[config.mk]
export PLATFORM = sky130hd
export DESIGN_NAME = cmd_arbiter
export DESIGN_NICKNAME = d
export VERILOG_FILES = /design/src/rtl/synth_cmd_pkg.sv /design/src/rtl/cmd_fifo.sv /design/src/rtl/cmd_arbiter.sv
export SDC_FILE = /design/constraint.sdc
export NUM_CORES = 1
export LEC_CHECK = 0
export BUFFER_PORTS_ARGS = -buffer_cell sky130_fd_sc_hd__buf_4
export CAP_MARGIN = 20
export CELL_PAD_IN_SITES_DETAIL_PLACEMENT = 1
export CELL_PAD_IN_SITES_GLOBAL_PLACEMENT = 1
export CORE_MARGIN = 5
export CORE_UTILIZATION = 35
export CTS_BUF_LIST = sky130_fd_sc_hd__clkbuf_4 sky130_fd_sc_hd__clkbuf_8 sky130_fd_sc_hd__clkbuf_16
export DETAILED_ROUTE_END_ITERATION = 10
export PLACE_DENSITY = 0.74
export SYNTH_ARGS = -nofsm -noshare
export SYNTH_HDL_FRONTEND = slang
export SYNTH_SLANG_ARGS = --single-unit
[constraint.sdc]
create_clock -name sys_clk -period 8.4 [get_ports sys_clk]
set_input_delay 0.42 -clock sys_clk [delete_from_list [all_inputs] [get_ports sys_clk]]
set_output_delay 0.42 -clock sys_clk [all_outputs]
set_load 0.01 [all_outputs]
[src/rtl/synth_cmd_pkg.sv]
// synth_cmd_pkg
// Shared types and default widths for the synthesizer command path
// (spi_in -> cmd_arbiter -> cmd_decoder).
// Contents:
//   CMD_W_DEF / DATA_W_DEF : default command and data word widths
//   cmd_arb_state_t        : arbiter FSM states (idle, issue, guard gap)
//   req_src_t              : which requester owns a grant
package synth_cmd_pkg;

  localparam int CMD_W_DEF  = 8;
  localparam int DATA_W_DEF = 16;

  typedef enum logic [1:0] {
    ARB_IDLE  = 2'd0,
    ARB_ISSUE = 2'd1,
    ARB_GAP   = 2'd2
  } cmd_arb_state_t;

  typedef enum logic {
    SRC_SPI = 1'b0,
    SRC_INT = 1'b1
  } req_src_t;

endpackage

[src/rtl/cmd_fifo.sv]
// cmd_fifo
// Small synchronous FIFO holding {cmd, data} entries from the SPI path.
// A push while full is accepted only if a pop happens in the same cycle,
// because the pop frees the slot the push writes into.
// Ports:
//   clk, rst   : clock and synchronous active-high reset (empties the FIFO)
//   push       : write push_entry this cycle
//   push_entry : entry to write
//   pop        : retire the head entry this cycle (ignored when empty)
//   head       : oldest entry, valid while empty is low
//   full/empty : occupancy flags
module cmd_fifo #(
  parameter int WIDTH = 24,
  parameter int DEPTH = 4
) (
  input  logic             clk,
  input  logic             rst,
  input  logic             push,
  input  logic [WIDTH-1:0] push_entry,
  input  logic             pop,
  output logic [WIDTH-1:0] head,
  output logic             full,
  output logic             empty
);

  localparam int AW = $clog2(DEPTH);
  localparam logic [AW:0] PTR_ONE = {{AW{1'b0}}, 1'b1};

  logic [WIDTH-1:0] mem [DEPTH];
  logic [AW:0]      wr_ptr;
  logic [AW:0]      rd_ptr;
  logic             do_push;
  logic             do_pop;

  // Pointers carry one extra wrap bit: equal pointers mean empty, equal
  // index with differing wrap bit means full.
  assign empty   = (wr_ptr == rd_ptr);
  assign full    = (wr_ptr[AW] != rd_ptr[AW]) &&
                   (wr_ptr[AW-1:0] == rd_ptr[AW-1:0]);
  assign do_pop  = pop && !empty;
  assign do_push = push && (!full || do_pop);
  assign head    = mem[rd_ptr[AW-1:0]];

  always_ff @(posedge clk) begin
    if (rst) begin
      wr_ptr <= '0;
      rd_ptr <= '0;
    end else begin
      if (do_push) wr_ptr <= wr_ptr + PTR_ONE;
      if (do_pop)  rd_ptr <= rd_ptr + PTR_ONE;
    end
  end

  // Storage is not reset; empty gates whether head is meaningful.
  always_ff @(posedge clk) begin
    if (do_push) mem[wr_ptr[AW-1:0]] <= push_entry;
  end

endmodule

[src/rtl/cmd_arbiter.sv]
// cmd_arbiter
// Shares the single cmd_decoder command port between the SPI control path
// (buffered in a FIFO, no backpressure) and an internal valid/ready
// requester. Round-robin scheduling; each grant produces a one-cycle
// out_cmd_valid strobe followed by GAP idle cycles.
// Optional build macro: CMD_ARB_STATS_EN adds saturating 8-bit grant
// counters spi_grant_cnt / int_grant_cnt.
// Ports:
//   sys_clk, rst                   : clock, synchronous active-high reset
//   spi_cmd_word/data_word/valid   : SPI command strobe (pushed into FIFO)
//   int_req_valid/cmd/data         : internal request, held until ready
//   int_req_ready                  : internal request accepted this cycle
//   out_cmd_word/data_word/valid   : command issued to cmd_decoder
//   spi_overflow                   : sticky, an SPI command was dropped
//   busy                           : FSM not idle or FIFO not empty
module cmd_arbiter
  import synth_cmd_pkg::*;
#(
  parameter int CMD_W      = CMD_W_DEF,
  parameter int DATA_W     = DATA_W_DEF,
  parameter int FIFO_DEPTH = 4,
  parameter int GAP        = 2
) (
  input  logic              sys_clk,
  input  logic              rst,
  input  logic [CMD_W-1:0]  spi_cmd_word,
  input  logic [DATA_W-1:0] spi_data_word,
  input  logic              spi_cmd_valid,
  input  logic              int_req_valid,
  input  logic [CMD_W-1:0]  int_req_cmd,
  input  logic [DATA_W-1:0] int_req_data,
  output logic              int_req_ready,
  output logic [CMD_W-1:0]  out_cmd_word,
  output logic [DATA_W-1:0] out_data_word,
  output logic              out_cmd_valid,
  output logic              spi_overflow,
  output logic              busy
`ifdef CMD_ARB_STATS_EN
  ,
  output logic [7:0]        spi_grant_cnt,
  output logic [7:0]        int_grant_cnt
`endif
);

  localparam int ENTRY_W = CMD_W + DATA_W;
  localparam logic [3:0] GAP_LOAD = (GAP > 0) ? 4'(GAP - 1) : 4'd0;

  cmd_arb_state_t       state;
  req_src_t             last;
  logic [3:0]           gap_cnt;

  logic                 fifo_full;
  logic                 fifo_empty;
  logic                 fifo_pop;
  logic [ENTRY_W-1:0]   fifo_head;

  logic                 spi_req;
  logic                 grant_spi;
  logic                 grant_int;

  cmd_fifo #(
    .WIDTH (ENTRY_W),
    .DEPTH (FIFO_DEPTH)
  ) u_fifo (
    .clk        (sys_clk),
    .rst        (rst),
    .push       (spi_cmd_valid),
    .push_entry ({spi_cmd_word, spi_data_word}),
    .pop        (fifo_pop),
    .head       (fifo_head),
    .full       (fifo_full),
    .empty      (fifo_empty)
  );

  // Grants are only made from IDLE. On a tie the source that did not win
  // last time goes first; rst masks grants so a request pending during
  // reset is never acknowledged.
  assign spi_req   = !fifo_empty;
  assign grant_spi = (state == ARB_IDLE) && !rst && spi_req &&
                     (!int_req_valid || (last == SRC_INT));
  assign grant_int = (state == ARB_IDLE) && !rst && int_req_valid &&
                     (!spi_req || (last == SRC_SPI));

  assign fifo_pop      = grant_spi;
  assign int_req_ready = grant_int;
  assign busy          = (state != ARB_IDLE) || !fifo_empty;

  // Scheduler FSM. out_cmd_valid is raised on the grant edge so it is high
  // for exactly the ISSUE cycle; output words hold between strobes.
  always_ff @(posedge sys_clk) begin
    if (rst) begin
      state         <= ARB_IDLE;
      last          <= SRC_INT;
      gap_cnt       <= 4'd0;
      out_cmd_word  <= '0;
      out_data_word <= '0;
      out_cmd_valid <= 1'b0;
    end else begin
      out_cmd_valid <= 1'b0;
      case (state)
        ARB_IDLE: begin
          if (grant_spi) begin
            out_cmd_word  <= fifo_head[ENTRY_W-1:DATA_W];
            out_data_word <= fifo_head[DATA_W-1:0];
            out_cmd_valid <= 1'b1;
            last          <= SRC_SPI;
            state         <= ARB_ISSUE;
          end else if (grant_int) begin
            out_cmd_word  <= int_req_cmd;
            out_data_word <= int_req_data;
            out_cmd_valid <= 1'b1;
            last          <= SRC_INT;
            state         <= ARB_ISSUE;
          end
        end
        ARB_ISSUE: begin
          if (GAP == 0) begin
            state <= ARB_IDLE;
          end else begin
            gap_cnt <= GAP_LOAD;
            state   <= ARB_GAP;
          end
        end
        ARB_GAP: begin
          if (gap_cnt == 4'd0) state <= ARB_IDLE;
          else                 gap_cnt <= gap_cnt - 4'd1;
        end
        default: state <= ARB_IDLE;
      endcase
    end
  end

  // A push that finds the FIFO full with no pop in the same cycle is lost.
  always_ff @(posedge sys_clk) begin
    if (rst) begin
      spi_overflow <= 1'b0;
    end else if (spi_cmd_valid && fifo_full && !fifo_pop) begin
      spi_overflow <= 1'b1;
    end
  end

`ifdef CMD_ARB_STATS_EN
  // Per-source grant counters, saturating at 255.
  always_ff @(posedge sys_clk) begin
    if (rst) begin
      spi_grant_cnt <= 8'd0;
      int_grant_cnt <= 8'd0;
    end else begin
      if (grant_spi && (spi_grant_cnt != 8'hFF)) spi_grant_cnt <= spi_grant_cnt + 8'd1;
      if (grant_int && (int_grant_cnt != 8'hFF)) int_grant_cnt <= int_grant_cnt + 8'd1;
    end
  end
`endif

endmodule

### After elaboration in Yosys (flattened, before gate mapping)

Memories as Yosys holds them, arrays and structs flattened. A register that Yosys moved wholly into a read port is not among the register bits.
Cells that the tools add are included.

| storage, ports and cells | value |
|---|---|
| register bits | 39 |
| bits in writable memories | 96 |
| input bits | 52 |
| output and inout bits | 28 |
| memories | 1 |

| operators by class | value |
|---|---|
| add/subtract/negate cells | 3 |
| eq/ne operators | 8 |
| muxes and demuxes | 18 |
| bitwise gates (word level) | 2 |
| reduce and logical (&&, ||, !) cells | 28 |

Memory list:

| memory | depth | bits a word | rd ports | clocked after Yosys merged registers in | write ports | line | RTL |
|---|---|---|---|---|---|---|---|
| u_fifo.mem | 4 | 24 | 1 | 1 | 1 | cmd_fifo.sv:29 | `logic [WIDTH-1:0] mem [DEPTH];` |

Operators with widths:

| operator | number |
|---|---|
| $mux W16 | 2 |
| $mux W8 | 2 |
| $logic_and A1 B1 Y1 | 10 |
| $mux W2 | 5 |
| $pmux W4 S2 | 1 |
| $add A3 B1 Y3 const B | 2 |
| $mux W1 | 6 |
| $pmux W2 S3 | 1 |
| $reduce_and A2 Y1 | 3 |
| $reduce_bool A2 Y1 | 3 |
| $logic_not A1 Y1 | 5 |
| $logic_not A4 Y1 | 1 |
| $logic_or A1 B1 Y1 | 4 |
| $mux W4 | 1 |
| $ne A2 B2 Y1 const B | 2 |
| $sub A4 B1 Y4 const B | 1 |
| $eq A3 B3 Y1 | 1 |
| $ne A3 B3 Y1 const B | 1 |
| $eq A2 B1 Y1 const B | 1 |
| $eq A2 B2 Y1 | 1 |
| $eq A2 B2 Y1 const B | 1 |
| $logic_not A2 Y1 | 1 |
| $not A1 Y1 | 2 |
| $reduce_or A2 Y1 | 1 |
| $ne A1 B1 Y1 | 1 |

### Depth between registers and ports, before layout

| depth | value |
|---|---|
| word-level depth | 9 |
| depth in mapped cells | 7 |

### Hierarchy

From an unflattened synthesis, not the netlist that was laid out.

| unflattened totals | value |
|---|---|
| cells, all modules | 384 |
| area, all modules | 5816.8 um^2 |

By module, submodules not included:

| module | instances | cells each | area each (um^2) | seq. area each (um^2) |
|---|---|---|---|---|
| cmd_fifo | 1 | 181 | 4006.3 | 3042.9 |
| cmd_arbiter | 1 | 203 | 1810.5 | 660.6 |

### Least setup slack after synthesis

OpenSTA, ideal clock, no wires.

| timing | value |
|---|---|
| path kind | reg2reg |
| start point | register u_fifo.wr_ptr[1] |
| end point | register u_fifo.wr_ptr[2] |
| data arrival time | 2.876 ns |
| required time | 8.277 ns |
| setup slack | 5.401 ns |
| cell stages (with the launch flop) | 5 |
| path buffers | 0 |
| clock period less this slack | 2.999 ns |
| cell sequence | dfxtp_1 xor2_1 nor2_1 a31oi_1 mux2_2 |

| on the way | value |
|---|---|
| cells in the longest elaborated chain, start to end | 7 |
| elaborated cells between the ends (all ways) | 11 |

RTL lines:

| what | line | RTL |
|---|---|---|
| start, declared | cmd_fifo.sv:30 | `logic [AW:0] wr_ptr;` |
| start signal, assigned | cmd_fifo.sv:49 | `if (do_push) wr_ptr <= wr_ptr + PTR_ONE;` |
| $eq A3 B3 Y1 | cmd_fifo.sv:37 | `assign empty = (wr_ptr == rd_ptr);` |
| $logic_not A1 Y1 | cmd_fifo.sv:40, cmd_arbiter.sv:78 |  |
| $logic_and A1 B1 Y1 (2 in a row) | cmd_arbiter.sv:79 | `assign grant_spi = (state == ARB_IDLE) && !rst && spi_req &&` |
| $logic_and A1 B1 Y1 | cmd_fifo.sv:40 | `assign do_pop = pop && !empty;` |
| $logic_or A1 B1 Y1 | cmd_fifo.sv:41 | `assign do_push = push && (!full \|\| do_pop);` |
| $logic_and A1 B1 Y1 | cmd_fifo.sv:41 |  |

Parallel ways exist; a longest one is shown, timed or not.
A chain may end at the register's enable or synchronous reset.

### Worst setup path in the final report

| timing | value |
|---|---|
| start point | register u_fifo.wr_ptr[1] |
| end point | memory u_fifo.mem[2][8] (enable) |

| on the way | value |
|---|---|
| cells in the longest elaborated chain, start to end | 9 |
| elaborated cells between the ends (all ways) | 12 |

RTL lines:

| what | line | RTL |
|---|---|---|
| $eq A3 B3 Y1 | cmd_fifo.sv:37 |  |
| $logic_not A1 Y1 | cmd_fifo.sv:40, cmd_arbiter.sv:78 |  |
| $logic_and A1 B1 Y1 (2 in a row) | cmd_arbiter.sv:79 |  |
| $logic_and A1 B1 Y1 | cmd_fifo.sv:40 |  |
| $logic_or A1 B1 Y1 | cmd_fifo.sv:41 |  |
| $logic_and A1 B1 Y1 | cmd_fifo.sv:41 |  |
| $mux W1 | cmd_fifo.sv:56 | `if (do_push) mem[wr_ptr[AW-1:0]] <= push_entry;` |
| $mux W1 (implied by the code) | cmd_fifo.sv:56 |  |
| end, declared | cmd_fifo.sv:29 |  |

Parallel ways exist; a longest one is shown, timed or not.

==> flow_summary_export.csv <==
group,metric,value,unit
global_route,grt_pass1_wl,20300,µm
route,via_count,3311,
critical_path,slowest_stage,"xor2_1",
critical_path,critPathKind,"register to register",
placement,pre_cts_ws,5.36,ns
synth,syn_inst,359,
global_route,grt-ovfl-total,0,
layout,nets,500,
critical_path,slowest_delay,0.55,ns
power_and_ir_drop,p_leak,2.51,nW
critical_path,cpLargestDelayFamily,"simple AND/OR/NAND/NOR gates",
synth,ys_seq_area_frac,0.669,
global_route,antenna_found_initial,0,
synth,syn-num-nets,417,
clock_network,clockBufferDepth,2,
layout,areaGrowthSynthToFinish,26.0,%
status,outcome,"complete, no violations",
synth,yosys_warnings,0,
route,wirelength,13000,µm
route,drtIter0Drc,117,
synth,synth.avg_cell_area,15.4,µm²
synth,synth_area_leaders,"edfxtp_1, dfxtp_1, mux4_2",
layout,final_area,6980,µm²
timing,maxSlewViolCount,0,
clock_network,clock-root-buffer,"clkbuf_16",
die,core-area,15700,µm²
timing,rsz0062_at_grt,"no",
critical_path,cp-startpoint,"u_fifo.wr_ptr[1]",
clock_network,cts_buffers,17,
timing,slew_headroom,0.284,
placement,gp_congestion,0.726,
clock_network,htree_levels,4,
die,placementRows,46,
global_route,grt_max_degree,50,
route,drc,0,
timing,hold_viol_final,0,
clock_network,post_cts_buffers,0,
synth,synth_top_flop_cell,"edfxtp_1",
critical_path,cp.arrival,3.01,ns
die,die_h,136,µm
synth,synth_top_area_frac,0.521,
clock_network,cts_hold_buf,0,
critical_path,crit_chain,"xor2_1 -> nor2_1 -> a31oi_2 -> and2_1 -> buf_4",
critical_path,startpoint_type,"register",
synth,async_flop_share,0,
power_and_ir_drop,peakVddDrop,187,µV
die,die-area,18400,µm²
critical_path,r2r-start,"u_fifo.wr_ptr[1]",
die,initial_core_util,0.352,
synth,ys_ff_latch,137,
global_route,grt.total_usage,0.149,
timing,period_needed,2.90,ns
die,num_io_pins,80,
min_path,min_path_type,"input port to register",
placement,post-dp-hpwl,8300,µm
timing,setup_viol,0,
layout,layout-drive-gt1-share,0.387,
timing,fin_setup_tns,0,ns
clock_network,cts_resized,0,
global_route,grt_pass1_vias,3724,
critical_path,worstPathRequired,8.51,ns
job,maxCapViolations,0,
timing,skew,0.0173,ns
layout,n_antenna_cell,0,
critical_path,cp_max_fo,14,
clock_network,cts_tree,"done",
synth,synth_edf_count,96,
timing,max_freq,345,MHz
route,postRouteAntennaNets,0,
route,drtPass1Iterations,4,
synth,ys_types,41,
clock_network,clock_sinks,137,
timing,setup_ws,5.50,ns
min_path,hp-start,"spi_data_word[3]",
clock_network,insertion_delay,0.43,ns
placement,place_area,6350,µm²
timing,fin_crit_sh,0.345,
clock_network,path_clk_slew,0.06,ns
route,vias_per_cell,4.93,
die,die_w,136,µm
route,wl_per_cell,19.3,µm
placement,io_buffer_count,79,
power_and_ir_drop,power,1.89,mW
critical_path,crit_buf_inv,1,
timing,worstMarginPinSlew,1.07,ns
power_and_ir_drop,power.density,271,nW/µm²
critical_path,worst_setup_path_end_kind,"register",
synth,yosys.area.top_type,"edfxtp_1",
synth,syn_area,5530,µm²
-- area by class of cell --
| type | count | area [µm²] |
|---|---|---|
| Sequential cell | 137 | 3700 |
| Tap cell | 216 | 270 |
| Clock buffer | 19 | 453 |
| Multi-Input combinational cell | 193 | 1700 |
| Fill cell | 1572 | 8740 |
| Clock inverter | 13 | 175 |
| Timing Repair Buffer | 85 | 638 |
| Inverter | 8 | 30.0 |
-- worst register-to-register path: stages (launching register included) --
cell	delay, ns
dfxtp_1	0.45
xor2_1	0.55
nor2_1	0.29
a31oi_2	0.39
and2_1	0.55
buf_4	0.36
-- sequential cells by signal, indices dropped and copies added (netlist names), named ones only --
name	flops
out_data_word	16
spi_overflow	1
out_cmd_valid	1
u_fifo.mem	96
last	1
gap_cnt	4
out_cmd_word	8
state	2
u_fifo.rd_ptr	3
u_fifo.wr_ptr	3
-- worst paths after layout --
| path | to | depth (start not counted) | slack (ns) |
|---|---|---|---|
| max | u_fifo.mem[2][8] | 5 | 5.50 |
| min | u_fifo.mem[1][3] | 1 | 0.18 |
| max reg2reg | u_fifo.mem[2][8] | 5 | 5.50 |
| min reg2reg | out_cmd_word[2] | 2 | 0.50 |
-- report_power, final --
| part | switching (mW) | total, mW | internal [mW] |
|---|---|---|---|
| registers | 0.0407 | 0.815 | 0.775 |
| logic | 0.151 | 0.283 | 0.132 |
| clock network | 0.286 | 0.795 | 0.509 |
| total | 0.477 | 1.89 | 1.42 |
-- cell usage after synthesis, types with 2 or more instances --
| master | count |
|---|---|
| o21ai_0 | 3 |
| mux2i_1 | 2 |
| edfxtp_1 | 96 |
| xnor2_1 | 2 |
| buf_6 | 2 |
| xor2_1 | 2 |
| o41a_1 | 2 |
| mux2_2 | 3 |
| mux4_2 | 24 |
| clkbuf_1 | 7 |
| buf_4 | 2 |
| dfxtp_1 | 41 |
| nand2_1 | 49 |
| ha_1 | 6 |
| a311oi_2 | 18 |
| a21oi_1 | 5 |
| a311oi_1 | 6 |
| nor2_1 | 38 |
| inv_1 | 8 |
| buf_2 | 9 |
| nand2b_1 | 4 |
| nand2_2 | 7 |
| and2_1 | 3 |
| o311a_1 | 3 |
-- through the flow --
stage	utilization	instances	hold WS [ns]
floorplan	-	359	0.475
CTS	0.444	671	0.163
finish	0.444	671	0.183
global placement	0.404	639	0.491
global route	0.444	671	0.166
detailed placement	0.404	639	0.497
-- routing by layer --
metal	global-route usage	wire, µm	vias up
met5	0	0	-
met4	0.0683	228	0
met3	0.0472	541	19
met2	0.259	6950	78
met1	0.168	5240	1677
li1	-	-	1537
-- cells in the final DEF (no fill, tap or decap), types with 4 or more instances in the layout --
master and count:
nor2_1 38, a311oi_1 6, nand2_2 7, inv_1 8, nand2b_1 4, dfxtp_1 40, edfxtp_1 96, bufinv_16 4
mux4_2 24, clkinv_2 4, buf_4 85, a311oi_2 18, clkbuf_16 17, nand2_1 49, a21oi_1 5, ha_1 6
-- cell families (layout without fill, tap and decap cells) --
kind of cell               Yosys count  in the layout  synth area share
and+or+nand+nor                    108            108            0.0843
DFF                                137            137             0.669
xor gates and xnor gates             5              5           0.00927
adders and majority gates            6              6            0.0136
muxes                               29             29             0.107
buffers and inverters               29            125            0.0258
AOI/OAI and AO/OA                   45             45            0.0904
Note: power is estimated with default switching activity, not from simulation.
